==> src/rtl/vga_pkg.sv <==
// Shared video timing definitions: phase encoding, counter width and the default
// 800x600@60 mode constants used by the generator and downstream delay stages.
package vga_pkg;

   localparam int unsigned CntW   = 12;
   localparam int unsigned CntMax = 4096;

   // 800x600@60, 40 MHz pixel clock
   localparam int unsigned DefHAct  = 800;
   localparam int unsigned DefHFp   = 40;
   localparam int unsigned DefHSync = 128;
   localparam int unsigned DefHBp   = 88;
   localparam int unsigned DefVAct  = 600;
   localparam int unsigned DefVFp   = 1;
   localparam int unsigned DefVSync = 4;
   localparam int unsigned DefVBp   = 23;

   typedef enum logic [1:0] {
      PhActive,
      PhFront,
      PhSync,
      PhBack
   } vga_phase_e;

endpackage

==> src/rtl/vga_timing_gen_if.sv <==
// Timing bundle between the generator (master) and the overlay/draw stages (slave).
interface vga_timing_gen_if;
   import vga_pkg::*;

   logic            en;
   logic [CntW-1:0] hcount;
   logic [CntW-1:0] vcount;
   logic            hs;
   logic            vs;
   logic            hblnk;
   logic            vblnk;
   logic            blank;
   logic            line_start;
   logic            frame_start;

   modport master (
      input  en,
      output hcount, vcount, hs, vs, hblnk, vblnk, blank, line_start, frame_start
   );

   modport slave (
      input en, hcount, vcount, hs, vs, hblnk, vblnk, blank, line_start, frame_start
   );

endinterface

==> src/rtl/vga_timing_axis.sv <==
// One timing axis: position counter plus ACTIVE/FRONT/SYNC/BACK phase FSM driven by a
// phase down-counter. Sync/blank are registered from the next state to stay aligned with count.
module vga_timing_axis
   import vga_pkg::*;
#(
   parameter int unsigned ACT  = DefHAct,
   parameter int unsigned FP   = DefHFp,
   parameter int unsigned SYNC = DefHSync,
   parameter int unsigned BP   = DefHBp,
   parameter bit          POL  = 1'b1
) (
   input  logic            pclk,
   input  logic            rst,
   input  logic            i_step,
   output logic [CntW-1:0] o_count,
   output logic            o_sync,
   output logic            o_blnk,
   output logic            o_wrap
);

   localparam int unsigned Tot = ACT + FP + SYNC + BP;

   if (Tot > CntMax || ACT < 1 || FP < 1 || SYNC < 1 || BP < 1) begin : g_bad_params
      $error("vga_timing_axis: total exceeds counter range or a phase length is zero");
   end

   function automatic logic [CntW-1:0] phase_last(vga_phase_e ph);
      phase_last = CntW'(ACT - 1);
      case (ph)
         PhActive: phase_last = CntW'(ACT - 1);
         PhFront:  phase_last = CntW'(FP - 1);
         PhSync:   phase_last = CntW'(SYNC - 1);
         PhBack:   phase_last = CntW'(BP - 1);
      endcase
   endfunction

   vga_phase_e      r_state, w_state_nxt;
   logic [CntW-1:0] r_phase, w_phase_nxt;
   logic [CntW-1:0] r_count, w_count_nxt;
   logic            r_sync;
   logic            r_blnk;
   logic            w_wrap;

   // Last pixel of the axis is the last cycle of the back porch
   assign w_wrap = (r_state == PhBack) && (r_phase == '0);

   always_comb begin
      w_state_nxt = r_state;
      w_phase_nxt = r_phase;
      w_count_nxt = r_count;
      if (i_step) begin
         w_count_nxt = w_wrap ? '0 : r_count + 1'b1;
         if (r_phase == '0) begin
            case (r_state)
               PhActive: w_state_nxt = PhFront;
               PhFront:  w_state_nxt = PhSync;
               PhSync:   w_state_nxt = PhBack;
               PhBack:   w_state_nxt = PhActive;
            endcase
            w_phase_nxt = phase_last(w_state_nxt);
         end else begin
            w_phase_nxt = r_phase - 1'b1;
         end
      end
   end

   always_ff @(posedge pclk) begin
      if (rst) begin
         r_state <= PhActive;
         r_phase <= phase_last(PhActive);
         r_count <= '0;
         r_sync  <= ~POL;
         r_blnk  <= 1'b0;
      end else begin
         r_state <= w_state_nxt;
         r_phase <= w_phase_nxt;
         r_count <= w_count_nxt;
         r_sync  <= (w_state_nxt == PhSync) ? POL : ~POL;
         r_blnk  <= (w_state_nxt != PhActive);
      end
   end

   assign o_count = r_count;
   assign o_sync  = r_sync;
   assign o_blnk  = r_blnk;
   assign o_wrap  = w_wrap;

endmodule

==> src/rtl/vga_timing_gen.sv <==
// VGA timing source: horizontal and vertical axis generators plus line/frame strobes,
// all registered and aligned to the pixel named by hcount/vcount.
module vga_timing_gen
   import vga_pkg::*;
#(
   parameter int unsigned H_ACT  = DefHAct,
   parameter int unsigned H_FP   = DefHFp,
   parameter int unsigned H_SYNC = DefHSync,
   parameter int unsigned H_BP   = DefHBp,
   parameter int unsigned V_ACT  = DefVAct,
   parameter int unsigned V_FP   = DefVFp,
   parameter int unsigned V_SYNC = DefVSync,
   parameter int unsigned V_BP   = DefVBp,
   parameter bit          HS_POL = 1'b1,
   parameter bit          VS_POL = 1'b1
) (
   input logic               pclk,
   input logic               rst,
   vga_timing_gen_if.master  o_vga
);

   logic [CntW-1:0] w_hcount, w_vcount;
   logic            w_hs, w_vs, w_hblnk, w_vblnk;
   logic            w_h_wrap, w_v_wrap;
   logic            w_v_step;
   logic            r_line_start, r_frame_start;

   // Vertical advances only on the edge where the line wraps
   assign w_v_step = o_vga.en & w_h_wrap;

   vga_timing_axis #(
      .ACT  (H_ACT),
      .FP   (H_FP),
      .SYNC (H_SYNC),
      .BP   (H_BP),
      .POL  (HS_POL)
   ) u_h_axis (
      .pclk    (pclk),
      .rst     (rst),
      .i_step  (o_vga.en),
      .o_count (w_hcount),
      .o_sync  (w_hs),
      .o_blnk  (w_hblnk),
      .o_wrap  (w_h_wrap)
   );

   vga_timing_axis #(
      .ACT  (V_ACT),
      .FP   (V_FP),
      .SYNC (V_SYNC),
      .BP   (V_BP),
      .POL  (VS_POL)
   ) u_v_axis (
      .pclk    (pclk),
      .rst     (rst),
      .i_step  (w_v_step),
      .o_count (w_vcount),
      .o_sync  (w_vs),
      .o_blnk  (w_vblnk),
      .o_wrap  (w_v_wrap)
   );

   always_ff @(posedge pclk) begin
      if (rst) begin
         r_line_start  <= 1'b0;
         r_frame_start <= 1'b0;
      end else begin
         r_line_start  <= w_v_step;
         r_frame_start <= w_v_step & w_v_wrap;
      end
   end

   assign o_vga.hcount      = w_hcount;
   assign o_vga.vcount      = w_vcount;
   assign o_vga.hs          = w_hs;
   assign o_vga.vs          = w_vs;
   assign o_vga.hblnk       = w_hblnk;
   assign o_vga.vblnk       = w_vblnk;
   assign o_vga.blank       = w_hblnk | w_vblnk;
   assign o_vga.line_start  = r_line_start;
   assign o_vga.frame_start = r_frame_start;

endmodule

==> src/flat_wrapper.sv <==
// flat-port wrapper written by rule: the top's interface ports become plain ports
module vga_timing_gen_flat import vga_pkg::*;
#(
   parameter int unsigned H_ACT  = DefHAct,
   parameter int unsigned H_FP   = DefHFp,
   parameter int unsigned H_SYNC = DefHSync,
   parameter int unsigned H_BP   = DefHBp,
   parameter int unsigned V_ACT  = DefVAct,
   parameter int unsigned V_FP   = DefVFp,
   parameter int unsigned V_SYNC = DefVSync,
   parameter int unsigned V_BP   = DefVBp,
   parameter bit          HS_POL = 1'b1,
   parameter bit          VS_POL = 1'b1
)
  (pclk, rst, o_vga_en, o_vga_hcount, o_vga_vcount, o_vga_hs, o_vga_vs, o_vga_hblnk, o_vga_vblnk, o_vga_blank, o_vga_line_start, o_vga_frame_start);
  vga_timing_gen_if o_vga_i ();
  input logic pclk;
  input logic rst;
  input wire logic [$bits(o_vga_i.en)-1:0] o_vga_en;
  output wire logic [$bits(o_vga_i.hcount)-1:0] o_vga_hcount;
  output wire logic [$bits(o_vga_i.vcount)-1:0] o_vga_vcount;
  output wire logic [$bits(o_vga_i.hs)-1:0] o_vga_hs;
  output wire logic [$bits(o_vga_i.vs)-1:0] o_vga_vs;
  output wire logic [$bits(o_vga_i.hblnk)-1:0] o_vga_hblnk;
  output wire logic [$bits(o_vga_i.vblnk)-1:0] o_vga_vblnk;
  output wire logic [$bits(o_vga_i.blank)-1:0] o_vga_blank;
  output wire logic [$bits(o_vga_i.line_start)-1:0] o_vga_line_start;
  output wire logic [$bits(o_vga_i.frame_start)-1:0] o_vga_frame_start;
  assign o_vga_i.en = o_vga_en;
  assign o_vga_hcount = o_vga_i.hcount;
  assign o_vga_vcount = o_vga_i.vcount;
  assign o_vga_hs = o_vga_i.hs;
  assign o_vga_vs = o_vga_i.vs;
  assign o_vga_hblnk = o_vga_i.hblnk;
  assign o_vga_vblnk = o_vga_i.vblnk;
  assign o_vga_blank = o_vga_i.blank;
  assign o_vga_line_start = o_vga_i.line_start;
  assign o_vga_frame_start = o_vga_i.frame_start;
  vga_timing_gen #(.H_ACT(H_ACT), .H_FP(H_FP), .H_SYNC(H_SYNC), .H_BP(H_BP), .V_ACT(V_ACT), .V_FP(V_FP), .V_SYNC(V_SYNC), .V_BP(V_BP), .HS_POL(HS_POL), .VS_POL(VS_POL)) u_core (.pclk(pclk), .rst(rst), .o_vga(o_vga_i));
endmodule
==> config.mk <==
export PLATFORM = sky130hd
export DESIGN_NAME = vga_timing_gen_flat
export DESIGN_NICKNAME = d
export VERILOG_FILES = /design/src/rtl/vga_pkg.sv /design/src/rtl/vga_timing_gen_if.sv /design/src/rtl/vga_timing_axis.sv /design/src/rtl/vga_timing_gen.sv /design/src/flat_wrapper.sv
export SDC_FILE = /design/constraint.sdc
export NUM_CORES = 1
export LEC_CHECK = 0
export ABC_AREA = 1
export ABC_CLOCK_PERIOD_IN_PS = 2700
export BUFFER_PORTS_ARGS = -buffer_cell sky130_fd_sc_hd__buf_2
export CORE_ASPECT_RATIO = 0.7
export CORE_MARGIN = 2
export CORE_UTILIZATION = 59
export CTS_CLUSTER_SIZE = 25
export DETAILED_ROUTE_END_ITERATION = 8
export MAX_ROUTING_LAYER = met4
export PLACE_DENSITY = 0.8
export SYNTH_ARGS = -nofsm -noshare
export SYNTH_HDL_FRONTEND = slang
export SYNTH_HIERARCHICAL = 1
export SYNTH_SLANG_ARGS = --single-unit
export TNS_END_PERCENT = 5
==> constraint.sdc <==
create_clock -name pclk -period 2.7 [get_ports pclk]
set_clock_uncertainty 0.15 [all_clocks]
set_input_delay 0.135 -clock pclk [delete_from_list [all_inputs] [get_ports pclk]]
set_output_delay 0.135 -clock pclk [all_outputs]
set_load 0.02 [all_outputs]
## Word-level counts from Yosys, hierarchy flattened

Index checks and enable logic that the tools add are counted.
Widths: inputs -> output; s select.

- Bitwise logic cells: 3
- Muxes and demuxes: 18
- Reductions and logical operators: 10
- Equality and inequality tests: 14
- Add/sub/neg operators: 4

Operator list:

| cell | count |
|---|---|
| $pmux 12 s4 | 2 |
| $mux 12 | 4 |
| $add 12x1->12 const B | 2 |
| $logic_not 12->1 | 2 |
| $sub 12x1->12 const B | 2 |
| $eq 2x2->1 const B | 10 |
| $mux 2 | 8 |
| $pmux 2 s4 | 2 |
| $eq 2x1->1 const B | 4 |
| $logic_not 2->1 | 4 |
| $reduce_bool 2->1 | 2 |
| $and 1x1->1 | 2 |
| $logic_and 1x1->1 | 2 |
| $mux 1 | 2 |
| $or 1x1->1 | 1 |

- Bits of input ports: 3
- Flip-flop bits (word level): 58
- Logic and storage cells: 61
- Output and inout bits: 31

## Longest topological paths before layout

Gate-level depths: netlist (run 1).

- Depth after elaboration: 8
- Mapped depth: 18
- Mapped depth without buffers: 18

## Cells and area by module

The synthesis (run 1) kept the hierarchy.

Modules (own cells, without submodules):

| module | area an instance (µm²) | cells an instance | instances | sequential area each (µm²) |
|---|---|---|---|---|
| vga_timing_axis at u_core.u_v_axis | 1585.3 | 243 | 1 | 560.5 |
| vga_timing_axis at u_core.u_h_axis | 1519.0 | 214 | 1 | 560.5 |
| vga_timing_gen | 66.3 | 8 | 1 | 40.0 |

## Worst setup path before layout (run 1)

Ideal clock, no wire load.

- Kind: reg2reg
- From: register u_core.u_h_axis.r_phase[0]
- To: register u_core.u_v_axis.r_count[9], in the netlist u_core/u_v_axis/o_count[9]
- Cell stages (with the launch flop): 18
- Path buffers: 0
- Clock period less this slack: 2.233 ns
- Setup time: 0.113 ns
- Arrival: 1.969 ns
- Required time: 2.437 ns
- Path slack: 0.467 ns
- Cells stage by stage: dfxtp_1 > inv_1 > ha_1 > inv_1 > nor2_1 > nand2_1 > nor2_4 > nand2_1 > nor2_1 > nand2_1 > inv_1 > inv_2 > nor2_1 > nand4_1 > inv_1 > nand2_1 > nand2_1 > nor2_1

- Cells in the longest elaborated chain, start to end: 3

RTL lines:

| what | RTL line | text |
|---|---|---|
| start, declared | vga_timing_axis.sv:38 | `logic [CntW-1:0] r_phase, w_phase_nxt;` |
| start signal, assigned | vga_timing_axis.sv:70 | `r_phase <= phase_last(PhActive);` |
| start signal, assigned | vga_timing_axis.sv:76 | `r_phase <= w_phase_nxt;` |
| $logic_not 12->1 | vga_timing_axis.sv:45 | `assign w_wrap = (r_state == PhBack) && (r_phase == '0);` |
| $logic_and 1x1->1 | vga_timing_axis.sv:45 |  |
| net u_core.w_h_wrap | vga_timing_gen.sv:24 | `logic w_h_wrap, w_v_wrap;` |
| $and 1x1->1 | vga_timing_gen.sv:29 | `assign w_v_step = o_vga.en & w_h_wrap;` |
| net u_core.w_v_step | vga_timing_gen.sv:25 | `logic w_v_step;` |
| end signal, assigned | vga_timing_axis.sv:77 | `r_count <= w_count_nxt;` |
| end, declared | vga_timing_axis.sv:39 | `logic [CntW-1:0] r_count, w_count_nxt;` |

The timed path passes the listed nets, and every way through them passes these cells.
A chain may end at the register's enable or synchronous reset.

## Worst setup path after layout (run 1)

- From: register u_core.u_h_axis.r_phase[0]
- To: register u_core.u_v_axis.r_phase[9]

- Cells in the longest elaborated chain, start to end: 3

RTL lines:

| what | RTL line |
|---|---|
| $logic_not 12->1 | vga_timing_axis.sv:45 |
| $logic_and 1x1->1 | vga_timing_axis.sv:45 |
| net u_core.w_h_wrap | vga_timing_gen.sv:24 |
| $and 1x1->1 | vga_timing_gen.sv:29 |
| net u_core.w_v_step | vga_timing_gen.sv:25 |
| end signal, assigned | vga_timing_axis.sv:70 |
| end signal, assigned | vga_timing_axis.sv:76 |
| end, declared | vga_timing_axis.sv:38 |

The timed path passes the listed nets, and every way through them passes these cells.

==> summary.md, run 1 <==
| Metric | Value |
|---|---|
| Seq cells post-synth | 58 |
| Max-cap violations | 0 |
| HPWL after DPL | 4.97 mm |
| Final Hold Viols | 0 |
| Gr ovfl total | 0 |
| Drt first pass iters | 4 |
| Clk sink count | 58 |
| DRC violations left | 0 |
| Syn Nets | 482 |
| Die Ht | 65.3 um |
| Final Instance Count excl. Fillers | 581 |
| Avg Cell Area, Syn | 6.82 um2 |
| Port bufs | 33 |
| Pins Over Slew Limit | 0 |
| Crit path DAT | 2.59 ns |
| Diodes inserted | 0 |
| Predominant post-synthesis flop cell | dfxtp_1 |
| Final min period | 2.50 ns |
| Site Rows | 22 |
| Mapped cell area | 0.00317 mm2 |
| Netlist cell types | 31 |
| Max VDD drop | 0.328 mV |
| Starting Density | 0.609 |
| P per Cell Area | 461 mW/mm2 |
| Top-area cell type share of the netlist area | 0.366 |
| Initial antenna violation count | 0 |
| Setup-failing EPs final | 0 |
| Post-CTS setup buffer count | 0 |
| Crit Path Class | register to register |
| Warnings from Yosys | 6 |
| Area contributors post-synth | dfxtp_1 37%, nand2_1 13%, nor2_1 8.3% |
| CTS Buffer Depth | 2 |
| Post-Syn Instances | 465 |
| DR vias/cell | 5.09 |
| # fillers | 439 |
| DRT antenna net count | 0 |
| TritonCTS buffer count | 9 |
| Worst Setup End Kind | register |
| TritonCTS clock tree | done |
| Synth area leader | dfxtp_1 |
| Fmax achieved | 400 MHz |
| Synthesis-to-layout area growth | 13.3% |
| Sequential share of the synthesized area | 0.366 |
| Post-synth ARST share | 0 |
| Die area | 0.00599 mm2 |
| Die X | 91.6 um |
| Layout cells sized above 1 | 0.151 |
| Worst EP required | 2.79 ns |
| Initial drt markers | 193 |
| Cell count after placement | 564 |
| I/O pin cnt | 34 |
| Outcome | finished clean |
| Routability cong. | 0.891 |
| FF+latch area | 0.00116 mm2 |
| WL final | 6.71 mm |
| Worst-path fanout max | 10 |
| Most frequent cells after synthesis | 113 x nand2_1, 70 x nor2_1, 62 x inv_1 |
| Clock slew at reported path FFs | 0.07 ns |
| Final worst path period share | 0.927 |
| Worst slew margin | 0.752 |
| CTS Root Buffer Type | clkbuf_8 |
| Worst setup SP type | register |
| Leak | 1.71 nW |
| EDFF count, synth | 0 |
| Multi-input logic area | 0.00172 mm2 |
| HP Class | input port to register |
| Worst Tran Pin Value | 0.371 ns |
| First-pass GRT wire length | 11.4 mm |
| Skew-Pair Late Insertion Delay | 0.35 ns |
| Vias post-DR | 2955 |
| Final nets | 521 |
| Wire per inst | 11.5 um |
| RSZ-0062 raised after global routing | yes |
| Most numerous cell in the Yosys netlist | nand2_1 |
| Power Total | 0.00166 W |
| CTS H-tree lvls | 3 |
| Core Region | 0.00520 mm2 |
| Largest net degree at the start of global routing | 20 |
| GRT Overall Usage | 0.244 |
| Vias in the first global route | 2579 |
==> per-stage QoR <==
step	worst slack (ns)	setup TNS (ns)	hold slack (ns)	util	cell area, um2
2_1_floorplan	0.467	0	0.0541	-	3170
3_3_place_gp	0.322	0	0.302	0.653	3400
3_5_place_dp	0.246	0	0.327	0.653	3400
4_1_cts	0.221	0	0.0523	0.689	3590
5_1_grt	-0.00153	-0.00153	0.0926	0.690	3590
6_report	0.197	0	0.0650	0.690	3590
==> critical path, cell delays in order, from the launching register on <==
cell	delay (ns)
dfxtp_1	0.31
inv_1	0.13
ha_1	0.16
inv_1	0.04
nor2_1	0.13
nand2_1	0.11
nor2_4	0.15
nand2_1	0.09
nor2_1	0.17
nand2_1	0.09
inv_1	0.12
inv_2	0.11
nor2_2	0.13
nand3_2	0.14
nor2_2	0.15
nand3_1	0.08
nand3_1	0.08
nand2_1	0.04
==> metal layers <==
metal,global-route usage,vias up,wire length [um]
met5,-,-,0
met3,0.0791,8,414
met4,0.0568,0,54
li1,-,1539,-
met2,0.347,69,2720
met1,0.338,1339,3520
==> timing repair <==
item                       4_1_cts  5_1_grt
hold buffers                     1        0
hold endpoints to repair         2        0
setup endpoints to repair        0        4
gates resized for setup          0        2
==> power by group <==
part            total, W  internal (W)  switching [W]
Combinational  0.0000678     0.0000198      0.0000480
Sequential      0.000874      0.000864     0.00000935
Clock           0.000714      0.000336       0.000379
==> sequential cells by signal (all words and copies together) (netlist names) <==
register and flops:
u_core/o_vga.frame_start 1, u_core/o_vga.line_start 1, u_core/u_h_axis/o_blnk 1, u_core/u_h_axis/o_count 12
u_core/u_h_axis/o_sync 1, u_core/u_h_axis/r_phase 12, u_core/u_h_axis/r_state 2, u_core/u_v_axis/o_blnk 1
u_core/u_v_axis/o_count 12, u_core/u_v_axis/o_sync 1, u_core/u_v_axis/r_phase 12, u_core/u_v_axis/r_state 2
==> final timing paths <==
path              cells after the start                       start                    endpoint  slack [ns]
setup / recovery                     17  u_core/u_h_axis/r_phase[0]  u_core/u_v_axis/r_phase[9]        0.20
hold / removal                        3                    o_vga_en  u_core/u_h_axis/o_count[0]        0.06
setup reg to reg                     17  u_core/u_h_axis/r_phase[0]  u_core/u_v_axis/r_phase[9]        0.20
hold reg to reg                       2  u_core/u_h_axis/r_phase[1]  u_core/u_h_axis/r_phase[1]        0.34
==> cells by family (layout without fill, tap and decap cells) <==
kind of cell    after synthesis  count (layout)  synth area share
simple gates                272             272             0.386
compound gates               31              31            0.0568
xor+xnor                     16              16            0.0442
flops                        58              58             0.366
buf+inv                      74             118            0.0916
fa+ha+maj                    14              14            0.0552
==> cell usage in the layout, fill, tap and decap left out, types with 2 or more instances in the layout <==
cell        count
xor2_1         12
nand3b_1        3
inv_2           4
ha_1           14
clkinv_4        2
nor3_1          7
xnor2_1         4
nand3_2         2
o22ai_1         2
nand3_1        46
nand2_1       112
clkbuf_8        9
nand2_2         2
a21oi_1        15
nor2_2         11
buf_4           2
o21ai_0         7
nor2_1         69
nor2_4          4
buf_2          33
inv_1          62
nand4_1        13
dfxtp_1        58
o21bai_1        2
clkinvlp_4      3
==> layout make-up <==
type                    instances  share of cell area
repair buffers                 36              0.0530
multi-input cells             333               0.480
flip-flops and latches         58               0.323
clock buffers                   9              0.0345
inverters                      66              0.0690
well taps                      72              0.0251
clock inverters                 7              0.0150
Note: power is estimated with default switching activity, not from simulation.
==> inputs of run 2 (changes only) <==
Settings changed: ABC_AREA 1 to 0, CORE_UTILIZATION 59 to 58, PLACE_DENSITY 0.8 to 0.79.
==> run 2 against run 1 <==
Net effect:
- register-to-register slack better by 0.05 ns
- utilization grew 0.92 points
- first-iteration DRC count down 26%
- critical path depth decreased by 8
- die area down 6.4%
- critical path type unchanged
- highest routed layer unchanged
==> summary.md, run 2 <==
| Metric | Value |
|---|---|
| Vias in the first global route | 2177 (-16%) |
| Warnings from Yosys | 6 (unchanged) |
| Max VDD drop | 0.557 mV (+70%) |
| Worst-path fanout max | 10 (unchanged) |
| Netlist cell types | 51 (+65%) |
| Setup_tns | 0 ns (unchanged) |
| Commonest non-fill, non-tap cell in the layout | dfxtp_1 |
| Drt first pass iters | 4 (unchanged) |
| Port bufs | 33 (unchanged) |
| Crit Path Class | register to register |
| HP Class | input port to register |
| Reg2reg end | u_core/u_v_axis/r_phase[7] |
| Pins Over Slew Limit | 0 (unchanged) |
| Most frequent cells after synthesis | 58 x dfxtp_1, 35 x nor2_1, 25 x nand2_1 |
| Outcome | finished clean |
| HPWL after DPL | 3.93 mm (-21%) |
| Layout cells sized above 1 | 0.201 (+0.0493) |
| Reg2reg setup slack | 0.24 ns (+0.05 ns) |
| Final worst path period share | 0.910 (-0.0170) |
| Die X | 88.6 um (-3.3%) |
| Synth area leader | dfxtp_1 |
| Post-synth ARST share | 0 (unchanged) |
| Post-Place Cell Area | 0.00312 mm2 (-8.3%) |
| Worst EP required | 2.81 ns (+0.02 ns) |
| Most numerous cell in the Yosys netlist | dfxtp_1 |
| Leak | 1.38 nW (-19%) |
| WL final | 5.77 mm (-14%) |
| First-pass GRT wire length | 9.77 mm (-14%) |
| Initial antenna violation count | 0 (unchanged) |
| Diodes inserted | 0 (unchanged) |
| Clk sink count | 58 (unchanged) |
| Commonest cells after routing, fill and taps aside | 58 x dfxtp_1, 35 x nor2_1, 33 x buf_2 |
| Site Rows | 21 (-4.5%) |
| CP dominant cell by count | and2_4 |
| Crit path max-delay cell type | nor4_1 |
| Final Hold Viols | 0 (unchanged) |
| Worst Setup End Kind | register |
| Final WS setup | 0.243 ns (+0.0460 ns) |
| RSZ-0062 raised after global routing | no |
| # fillers | 388 (-12%) |
| Routability cong. | 0.804 (-9.7%) |
| EDFF count, synth | 0 (unchanged) |
| Mapped cell area | 0.00291 mm2 (-8.3%) |
| Final nets | 376 (-28%) |
| Max-cap violations | 0 (unchanged) |
| CTS H-tree lvls | 3 (unchanged) |
| Post-CTS setup buffer count | 0 (unchanged) |
| Finished layout cell area | 0.00336 mm2 (-6.3%) |
| Die area | 0.00560 mm2 (-6.4%) |
| Largest net degree at the start of global routing | 37 (+85%) |
| TritonCTS buffer count | 9 (unchanged) |
| Worst setup SP type | register |
| Critical path capture point | u_core/u_v_axis/r_phase[7] |
| DRC violations left | 0 (unchanged) |
| Seq cells post-synth | 58 (unchanged) |
| Crit. Startpoint | u_core/u_h_axis/r_phase[5] |
| Cells on worst reg2reg path | 9 (-8) |
| Place WS | 0.0232 ns (-0.223 ns) |
| Worst Tran Pin Value | 0.637 ns (+0.266 ns) |
| Predominant post-synthesis flop cell | dfxtp_1 |
| Wire per inst | 13.3 um (+15%) |
| Gr ovfl total | 0 (unchanged) |
| Skew-Pair Late Insertion Delay | 0.34 ns (about the same) |
| DRT antenna net count | 0 (unchanged) |
| Top-area cell type share of the netlist area | 0.399 (+0.0333) |
| Vias post-DR | 2377 (-20%) |
| Clock slew at reported path FFs | 0.07 ns (about the same) |
| Syn Nets | 339 (-30%) |
| TritonCTS clock tree | done |
| Post-Syn Instances | 322 (-31%) |
| Setup-failing EPs final | 0 (unchanged) |
| Area contributors post-synth | dfxtp_1 40%, ha_1 6.0%, xor2_1 6.0% |
| Die Ht | 63.2 um (-3.2%) |
| Critical-path cell list | nor4_1 -> and3_1 -> and2_4 -> and2_4 -> nor4b_4 -> buf_4 -> nand3_1 -> xor2_1 -> nor3_1 |
| Synthesis-to-layout area growth | 15.7% |
| Starting Density | 0.604 (-0.00495) |
| Final min period | 2.46 ns (-0.0460 ns) |
| Crit path DAT | 2.56 ns (-0.03 ns) |
| Worst R2R Start | u_core/u_h_axis/r_phase[5] |
| Fmax achieved | 407 MHz (+1.9%) |
| Avg Cell Area, Syn | 9.03 um2 (+32%) |
| I/O pin cnt | 34 (unchanged) |
| Worst slew margin | 0.574 (-0.177) |
| CTS Root Buffer Type | clkbuf_8 |
| Sequential share of the synthesized area | 0.399 (+0.0333) |
| Core Region | 0.00481 mm2 (-7.6%) |
| Initial drt markers | 142 (-26%) |
| DR vias/cell | 5.49 (+7.9%) |
| P per Cell Area | 540 mW/mm2 (+17%) |
| Slowest cell delay on critical path | 0.38 ns (+0.07 ns) |
| GRT Overall Usage | 0.231 (-0.0137) |
| CTS Buffer Depth | 2 (unchanged) |
## run 2: changes by cell type after synthesis, sizes merged, moves of 5 or more
cell    previous run  this run
a211o              0         5
a21oi             15         7
and3               0         6
inv               66        11
nand2            114        25
nand2b             0         5
nand3             49        10
nor2              84        35
nor3               8        23
nor4               0         6
xnor2              4        14
xor2              12        20
## run 2: how the worst min path moves through the flow
stage	startpoint	end	slack, ns	depth (start not counted)
floorplan	o_vga_en	u_core/o_vga.line_start	0.16	1
global placement	u_core/u_v_axis/o_count[11]	u_core/u_v_axis/o_count[11]	0.34	2
detailed placement	u_core/u_v_axis/r_phase[9]	u_core/u_v_axis/r_phase[9]	0.35	1
CTS	o_vga_en	u_core/u_h_axis/o_count[1]	0.05	3
global route	o_vga_en	u_core/u_h_axis/o_count[1]	0.1	3
finish	o_vga_en	u_core/u_h_axis/o_count[1]	0.06	3
## run 2: cells by family after synthesis
group                    synth area share
AND/OR/NAND/NOR                     0.300
flip-flops                          0.399
XOR/XNOR                            0.102
AO/OA/AOI/OAI                      0.0805
buffers and inverters              0.0469
adder cells (fa/ha/maj)            0.0603
multiplexers                       0.0108
## run 2: routing by layer
layer  wire, um  vias to the layer above  GRT usage  share of wire
met5          0                        -          -              0
met4         46                        0     0.0549         0.0080
met3        363                        7     0.0931          0.063
met2       2430                       61      0.339           0.42
met1       2920                     1096      0.298           0.51
li1           -                     1213          -              -
## run 2: critical path, delay by kind of cell (launching register included)
kind | cells | cell delay, ns
XOR/XNOR | 1 | 0.17
buffers and inverters | 1 | 0.17
AND/OR/NAND/NOR | 7 | 1.53
flip-flops | 1 | 0.35
## run 2: power by group
part	switching, W	leakage [nW]	internal [W]
Clock	0.000354	0.112	0.000545
Sequential	0.00000812	0.468	0.000861
Combinational	0.0000312	0.798	0.0000165
Total	0.000393	1.38	0.00142
## run 2: stage by stage
step	cells	total power, W	utilization	hold slack, ns
after floorplan	322	0.000924	-	0.162
after global placement	417	0.000935	0.648	0.342
after detailed placement	417	0.000936	0.648	0.354
after CTS	433	0.00183	0.696	0.0531
after global routing	433	0.00188	0.699	0.0978
final	433	0.00182	0.699	0.0612
## run 2: layout make-up
cell class / count / area [um2] / share of cell area
multi-input combinational: 239 / 1630 / 0.484
sequential: 58 / 1160 / 0.345
timing repair buffer: 40 / 218 / 0.0647
clock buffer: 10 / 138 / 0.0409
clock inverter: 6 / 90.1 / 0.0268
tap: 69 / 86.3 / 0.0257
inverter: 11 / 41.3 / 0.0123
## run 2: what timing repair did
action                     in CTS  in global routing
hold buffers                    0                  0
setup endpoints to repair       1                  6
resized for setup               1                  4
gates cloned                    0                  0
==> inputs of run 3 (changes only) <==
Settings changed: CORE_UTILIZATION 58 to 60, CTS_BUF_LIST set to sky130_fd_sc_hd__clkbuf_4, PLACE_DENSITY 0.79 to 0.82.
==> run 3 against run 2 <==
Net effect:
- worst setup slack worse by 0.060 ns
- register-to-register slack got worse by 0.06 ns
- combinational power increased by 4.8%
- non-clock buffer count rose by 1
- first-iteration DRC count grew 43%
- hold slack better by 0.022 ns
- wire length up 1.2%
- clock power fell by 38%
- design area shrank 3.3%
- power decreased by 19%
- flip-flop and latch count unchanged
- critical endpoint is now u_core/u_v_axis/r_phase[9]
- largest cell class unchanged
==> summary.md, run 3 (synthesized netlist as in run 2, its figures left out) <==
| Metric | Value |
|---|---|
| Crit path DAT | 2.66 ns (+0.10 ns) |
| Clk sink count | 58 (unchanged) |
| Part of the power in combinational logic | 0.034 (+0.008) |
| Crit Path Class | register to register |
| Commonest cells after routing, fill and taps aside | 58 x dfxtp_1, 35 x nor2_1, 33 x buf_2 |
| Layout cells sized above 1 | 0.193 (-0.00771) |
| Core Region | 0.00473 mm2 (-1.6%) |
| DRT antenna net count | 0 (unchanged) |
| Diodes inserted | 0 (unchanged) |
| Worst EP required | 2.85 ns (+0.04 ns) |
| CTS Buffer Depth | 2 (unchanged) |
| Worst-path fanout max | 7 (-3) |
| Worst Setup End Kind | register |
| I/O pin cnt | 34 (unchanged) |
| Internal | 0.00114 W (-20%) |
| TritonCTS buffer count | 9 (unchanged) |
| Pins Over Slew Limit | 0 (unchanged) |
| Cells on worst reg2reg path | 9 (unchanged) |
| Final Instance Count excl. Fillers | 420 (-3.0%) |
| P per Cell Area | 454 mW/mm2 (-16%) |
| Switching Fraction | 0.228 (+0.0113) |
| WL final | 5.84 mm (+1.2%) |
| Fmax achieved | 397 MHz (-2.4%) |
| Die X | 87.2 um (-1.6%) |
| Starting Density | 0.615 (+0.0101) |
| Setup-failing EPs final | 0 (unchanged) |
| Drt first pass iters | 4 (unchanged) |
| Part of the power in registers | 0.588 (+0.109) |
| Crit. Startpoint | u_core/u_h_axis/r_phase[0] |
| Final Hold Viols | 0 (unchanged) |
| Vias in the first global route | 2123 (-2.5%) |
| Initial antenna violation count | 0 (unchanged) |
| Site Rows | 21 (unchanged) |
| GRT Overall Usage | 0.235 (+0.00477) |
| Min-Delay Endpoint | u_core/u_v_axis/r_state[1] |
| Max-cap violations | 0 (unchanged) |
| Port bufs | 33 (unchanged) |
| Largest net degree at the start of global routing | 37 (unchanged) |
| Multi-input logic area | 0.00164 mm2 (+0.46%) |
| Hold_sp | rst |
| Initial drt markers | 203 (+43%) |
| FF+latch area | 0.00116 mm2 (unchanged) |
| First-pass GRT wire length | 9.71 mm (-0.63%) |
| Reg2reg setup slack | 0.18 ns (-0.06 ns) |
| Clock slew at reported path FFs | 0.09 ns (+0.02 ns) |
| Gr ovfl total | 0 (unchanged) |
| Skew-Pair Late Insertion Delay | 0.41 ns (+0.07 ns) |
| DR vias/cell | 5.67 (+3.3%) |
| HPWL after DPL | 3.88 mm (-1.3%) |
| Worst setup SP type | register |
| Psw | 0.000337 W (-14%) |
| CTS H-tree lvls | 3 (unchanged) |
| TritonCTS clock tree | done |
| Final nets | 377 (+0.27%) |
| Clock power share | 0.379 (-0.116) |
| Die Ht | 62.2 um (-1.6%) |
| Final min period | 2.52 ns (+0.0599 ns) |
| Die area | 0.00543 mm2 (-3.2%) |
| Worst slew margin | 0.590 (+0.0151) |
| Final worst path period share | 0.932 (+0.0222) |
| WHS | 0.0828 ns (+0.0216 ns) |
| Leak | 1.34 nW (-3.2%) |
| Reg2reg end | u_core/u_v_axis/r_phase[9] |
| Max VDD drop | 0.255 mV (-54%) |
| # fillers | 371 (-4.4%) |
| Cell count after placement | 404 (-3.1%) |
| Commonest non-fill, non-tap cell in the layout | dfxtp_1 |
| DRC violations left | 0 (unchanged) |
| Outcome | finished clean |
| HP Class | input port to register |
| Hold Path Cell Cnt | 2 (-1) |
| Synthesis-to-layout area growth | 11.9% |
| CTS Root Buffer Type | clkbuf_4 |
| Worst R2R Start | u_core/u_h_axis/r_phase[0] |
| Wire per inst | 13.9 um (+4.4%) |
| Worst Tran Pin Value | 0.614 ns (-0.0226 ns) |
| Vias post-DR | 2382 (+0.21%) |
| Routability cong. | 0.842 (+4.8%) |
## run 3: cell types whose count changed in the layout (fill, tap and decap cells not counted), moves of 2 or more
cell and delta:
clkbuf_4 +9, clkinv_4 -2, and2_4 -2, clkbuf_8 -10, clkinv_1 +2
## run 3: what timing repair did
action                                  4_1_cts  5_1_grt
endpoints found under the setup margin        0       15
endpoints found under the hold margin         1        0
buffers inserted                              0        1
resized for setup                             0        5
hold buffers                                  1        0
## run 3: how the worst max path moves through the flow
| stage | end | cells after the start | slack [ns] |
|---|---|---|---|
| 2_1_floorplan | u_core/u_v_axis/r_phase[4] | 11 | 0.27 |
| 3_3_place_gp | u_core/u_v_axis/r_phase[9] | 9 | 0.18 |
| 3_5_place_dp | u_core/u_v_axis/r_phase[9] | 7 | 0.09 |
| 4_1_cts | u_core/u_v_axis/r_phase[9] | 7 | 0.06 |
| 5_1_grt | u_core/u_v_axis/r_phase[9] | 9 | -0.02 |
| 6_report | u_core/u_v_axis/r_phase[9] | 9 | 0.18 |
## run 3: power by group through the flow
stage / Sequential [W] / Clock [W] / Combinational, W
finish: 0.000868 / 0.000559 / 0.0000499
global route: 0.000870 / 0.000622 / 0.0000557
CTS: 0.000868 / 0.000586 / 0.0000488
detailed placement: 0.000888 / 0 / 0.0000472
global placement: 0.000888 / 0 / 0.0000464
floorplan: 0.000890 / 0 / 0.0000340
## run 3: critical path: stages (launching register included)
cell and delay [ns]:
dfxtp_1 0.35, inv_1 0.10, ha_1 0.14, nor3b_2 0.19, and3_1 0.22, and2_1 0.22
and2_2 0.24, nor4b_4 0.35, nand3_1 0.15, a211o_1 0.31
## run 3: per-layer routing
metal | wire (um) | share of wire | track usage
met4 | 74 | 0.013 | 0.102
met2 | 2460 | 0.42 | 0.330
met3 | 278 | 0.048 | 0.0758
met5 | 0 | 0 | -
met1 | 3030 | 0.52 | 0.311
## run 3: stage by stage
step	power (W)	area (um2)	setup slack (ns)	util	setup TNS, ns
finish	0.00148	3250	0.183	0.688	0
detailed placement	0.000935	3090	0.0878	0.654	0
floorplan	0.000924	2910	0.274	-	0
global route	0.00155	3250	-0.0218	0.688	-0.0621
global placement	0.000934	3090	0.180	0.654	0
CTS	0.00150	3220	0.0631	0.680	0
## run 3: layout make-up
cell class              instances  share of cell area
clock buffers                   9              0.0208
clock inverters                 5              0.0146
inverters                      11              0.0127
multi-input cells             239               0.503
flip-flops and latches         58               0.357
well taps                      57              0.0219
repair buffers                 41              0.0700
